**config.mk**
```make
export PLATFORM = sky130hd
export DESIGN_NAME = pattern_gen
export DESIGN_NICKNAME = d
export VERILOG_FILES = /design/src/rtl/pattern_gen.sv
export SDC_FILE = /design/constraint.sdc
export NUM_CORES = 1
export LEC_CHECK = 0
export ABC_AREA = 1
export BUFFER_PORTS_ARGS = -buffer_cell sky130_fd_sc_hd__buf_2
export CORE_ASPECT_RATIO = 1.2
export CORE_UTILIZATION = 30
export DETAILED_ROUTE_END_ITERATION = 10
export GPL_TIMING_DRIVEN = 0
export SLEW_MARGIN = 20
export SYNTH_ARGS = -nofsm -noshare
export SYNTH_HDL_FRONTEND = slang
export SYNTH_SLANG_ARGS = --single-unit
```
**constraint.sdc**
```tcl
create_clock -name clkin -period 4.6 [get_ports clkin]
set_clock_uncertainty 0.2 [all_clocks]
set_input_delay 0.69 -clock clkin [delete_from_list [all_inputs] [get_ports clkin]]
set_output_delay 0.69 -clock clkin [all_outputs]
set_load 0.02 [all_outputs]
```
**src/rtl/pattern_gen.sv**
```systemverilog
// HDMI bring-up test-pattern source: bars, grey ramp, checkerboard, moving box.
// Latency: 1 clkin cycle, in_* -> out_*/r/g/b, all outputs registered.
// Backpressure: none, one pixel per cycle, never stalls.
module pattern_gen #(
  parameter int   H_ACTIVE = 1280,
  parameter int   V_ACTIVE = 720,
  parameter int   BAR_W    = 160,
  parameter logic SYNC_POL = 1'b1
) (
  input  logic       clkin,
  input  logic       rstin,
  input  logic [1:0] mode,
  input  logic       in_hs,
  input  logic       in_vs,
  input  logic       in_de,
  output logic       out_hs,
  output logic       out_vs,
  output logic       out_de,
  output logic [7:0] r,
  output logic [7:0] g,
  output logic [7:0] b,
  output logic [7:0] frame_cnt
);

  localparam logic [2:0]  BAR_LAST    = 3'(H_ACTIVE / BAR_W - 1);
  localparam logic [7:0]  BAR_PX_LAST = 8'(BAR_W - 1);
  localparam logic [10:0] BOX_T       = 11'(V_ACTIVE / 2 - 32);
  localparam logic [10:0] CNT_MAX     = 11'h7ff;
  localparam logic [23:0] WHITE       = 24'hffffff;

  logic        vs_q;
  logic        de_q;
  logic [10:0] x;
  logic [10:0] y;
  logic [7:0]  bar_px;
  logic [2:0]  bar_idx;
  logic [1:0]  mode_q;

  logic        fs;
  logic        le;
  logic [10:0] box_dx;
  logic [10:0] box_dy;
  logic [23:0] pix;

  assign fs = (in_vs == SYNC_POL) && (vs_q != SYNC_POL);
  assign le = !in_de && de_q;

  // Unsigned wrap makes pixels left of / above the box look far away.
  assign box_dx = x - {1'b0, frame_cnt, 2'b00};
  assign box_dy = y - BOX_T;

  always_comb begin
    pix = '0;
    if (in_de) begin
      case (mode_q)
        2'd0: begin
          case (bar_idx)
            3'd0:    pix = 24'hffffff;
            3'd1:    pix = 24'hffff00;
            3'd2:    pix = 24'h00ffff;
            3'd3:    pix = 24'h00ff00;
            3'd4:    pix = 24'hff00ff;
            3'd5:    pix = 24'hff0000;
            3'd6:    pix = 24'h0000ff;
            default: pix = 24'h000000;
          endcase
        end
        2'd1:    pix = {3{x[7:0]}};
        2'd2:    pix = (x[5] ^ y[5]) ? WHITE : 24'h000000;
        default: pix = (box_dx < 11'd64 && box_dy < 11'd64) ? WHITE : 24'h000000;
      endcase
    end
  end

  always_ff @(posedge clkin or posedge rstin) begin
    if (rstin) begin
      vs_q      <= 1'b0;
      de_q      <= 1'b0;
      out_hs    <= 1'b0;
      out_vs    <= 1'b0;
      out_de    <= 1'b0;
      r         <= '0;
      g         <= '0;
      b         <= '0;
      x         <= '0;
      y         <= '0;
      bar_px    <= '0;
      bar_idx   <= '0;
      mode_q    <= '0;
      frame_cnt <= '0;
    end else begin
      vs_q      <= in_vs;
      de_q      <= in_de;
      out_hs    <= in_hs;
      out_vs    <= in_vs;
      out_de    <= in_de;
      {r, g, b} <= pix;

      if (le) begin
        x       <= '0;
        bar_px  <= '0;
        bar_idx <= '0;
      end else if (in_de) begin
        if (x != CNT_MAX) x <= x + 11'd1;
        if (bar_px == BAR_PX_LAST) begin
          bar_px <= '0;
          if (bar_idx != BAR_LAST) bar_idx <= bar_idx + 3'd1;
        end else begin
          bar_px <= bar_px + 8'd1;
        end
      end

      // Frame start beats a coincident line end so a new frame always begins at line 0.
      if (fs)                          y <= '0;
      else if (le && y != CNT_MAX)     y <= y + 11'd1;

      if (fs) begin
        frame_cnt <= frame_cnt + 8'd1;
        mode_q    <= mode;
      end
    end
  end

endmodule
```
==> impl_metrics.toml <==
[pwr]
p_comb_frac = 0.274
pwr-share-clk = 0.361
sw_frac_of_total = 0.333
intPower_mw = 1.42
seq_power_share = 0.365
power.density_nw_per_um2 = 454
p_leak_nw = 2.30
peakVddDrop_mv = 0.234
power_switching_mw = 0.707

[timing]
worst_pin_slew_ps = 697
max-slew-margin-rel = 0.535
setup_viol = 0
min_period_over_period = 0.503
fin_setup_tns_ps = 0
hold_viol_final = 0
min_period_ps = 2310
max_freq_mhz = 433
rsz0062_at_grt = "no"
slew_viol_final = 0

[clocking]
clockRootBuffer = "clkbuf_16"
clk_pin_slew_ps = 50
ctsLongestPathBuffers = 2
htree_levels = 3
cts_buffers = 9
post_cts.repair.setup_buffers = 0
holdBufCountCts = 0
cts_resized = 0
clk_latency_ps = 340
cts_tree = "built"
cts_sinks = 70

[yosys]
syn_inst = 475
synth_top_area_frac = 0.450
syn_avg_cell_area_um2 = 8.20
synth_area_leaders = "dfrtp_1 (45%), nand2_1 (11%), inv_1 (6.7%), ha_1 (5.5%), a21oi_2 (4.9%)"
seq_area_frac_synth = 0.450
synth_seq_cells = 70
yosysTopAreaCell = "dfrtp_1"
ys.warnings.count = 0
mappedNetlistNets = 499
synth.cell_area_um2 = 3890
synth_cell_type_count = 32

[routing]
drt-initial-drc-count = 150
viasPerCell = 4.64
dr.pass1.iters = 5
vias = 3242
totalWireLength_mm = 8.39
drcViolationCount = 0
antenna_left = 0
wl_per_cell_um = 12.0

[min_path]
worstHoldPathType = "in -> async"

[layout]
layout-drive-gt1-share = 0.193
final_common_cell = "nand2_1"
final_core_util = 0.369
final_cell_mix = "nand2_1 (114), dfrtp_1 (70), inv_1 (69), buf_2 (41), nor2_1 (28)"
instances_no_fill = 698
nNetsFinal = 552
area_growth_pct = 20.0

[worst_setup_path]
r2r_start = "x[5]"
setup.worst_path.start = "x[5]"
end_kind = "flop"
crit_fanout = 10
crit_slowest_cell = "dfrtp_1"
crit_chain = "ha_1, a21oi_2, nor2_1, nor2_1, nand2_1, nand2_1, nand2_1, nor2_1, nand3_4, buf_6, a21oi_2"
start_kind = "flop"
arrival_ps = 2370
required_ps = 4650
crit_family = "simple AND/OR/NAND/NOR gates"
ff2ff_setup_slack_ps = 2290
crit_type = "reg -> reg"
worst-path-buf-inv = 1
r2r.worst_path.cells = 11
reg2reg_to = "g[7]"
crit_path_max_incr_delay_ps = 450

[floorplanning]
num_rows = 45
ios = 42
core_area_um2 = 12700
start_util = 0.307
die_area_um2 = 13400
die_h_um = 127
die_w_um = 106

[placed_design]
dp.cells = 681
hpwl_mm = 6.32
gp_congestion = 0.839
portBuffers = 41

[global_routing]
antenna_found_initial = 1
grtUsageTotal = 0.136
grt_overflow = 0
grt_pass1_vias = 3203
grt_max_degree = 59
grt_pass1_wl_mm = 14.4

[flow_run]
cap_violations = 0

[status]
status = "completed"
[how the worst max path moves through the flow]
| stage | endpoint | slack (ps) | cells past startpoint |
|---|---|---|---|
| after detailed placement | y[9] | 2200 | 8 |
| final | g[7] | 2290 | 11 |
| after floorplan | b[0] | 1940 | 1 |
| after global routing | g[7] | 2080 | 12 |
| after global placement | g[2] | 1130 | 2 |
| after CTS | g[7] | 2300 | 11 |
[synth_stat cells, drive strengths merged]
cell type / number
nand4: 14
a21oi: 33
nand3: 22
o22ai: 7
ha: 17
clkbuf: 7
buf: 2
inv: 75
xor2: 15
nand2: 122
xnor2: 1
dfrtp: 70
a22oi: 1
nor2: 31
o21a: 1
o21bai: 1
o31ai: 1
o32ai: 3
o21ai: 37
nor3: 11
a31oi: 4
[metrics by stage]
stage	worst slack [ps]	hold WS (ps)	area, um^2	total power [mW]
global placement	1130	308	4310	1.35
CTS	2300	69.0	4670	2.15
detailed placement	2200	304	4340	1.37
floorplan	1940	276	3890	1.20
global route	2080	84.6	4670	2.25
finish	2290	72.9	4670	2.12
[sequential cells by signal, summed over array words and instances (netlist names)]
signal and cells:
out_hs 1, mode_q 2, vs_q 1, g 8, y 11, de_q 1
bar_idx 3, b 8, x 11, frame_cnt 8, bar_px 8, r 8
[power by group through the flow]
stage / logic (mW) / clock network, mW / registers, mW
floorplan: 0.338 / 0 / 0.861
global placement: 0.570 / 0 / 0.781
detailed placement: 0.580 / 0 / 0.787
CTS: 0.588 / 0.783 / 0.777
global route: 0.658 / 0.806 / 0.787
finish: 0.582 / 0.767 / 0.775
[layer usage]
layer,wire (um),share of wire,track usage,up-vias
met4,225,0.027,0.0825,0
li1,-,-,-,1651
met5,0,0,0,-
met3,325,0.039,0.0267,13
met1,3750,0.45,0.160,1500
met2,4090,0.49,0.229,78
[logic make-up after synthesis]
group           after synthesis  synth area share
flops                        70             0.450
xor+xnor                     16            0.0360
simple gates                200             0.231
compound gates               88             0.143
buf+inv                      84            0.0854
fa+ha+maj                    17            0.0546
[final cells by class]
cell class / instances / area, um^2
Fill cell: 1278 / 8000
Multi-Input combinational cell: 321 / 1810
Sequential cell: 70 / 1750
Inverter: 75 / 287
Clock buffer: 13 / 270
Timing Repair Buffer: 42 / 233
Tap cell: 164 / 205
Clock inverter: 3 / 65.1
Buffer: 9 / 48.8
Antenna cell: 1 / 2.50
Power figures use the tool's default switching activity.
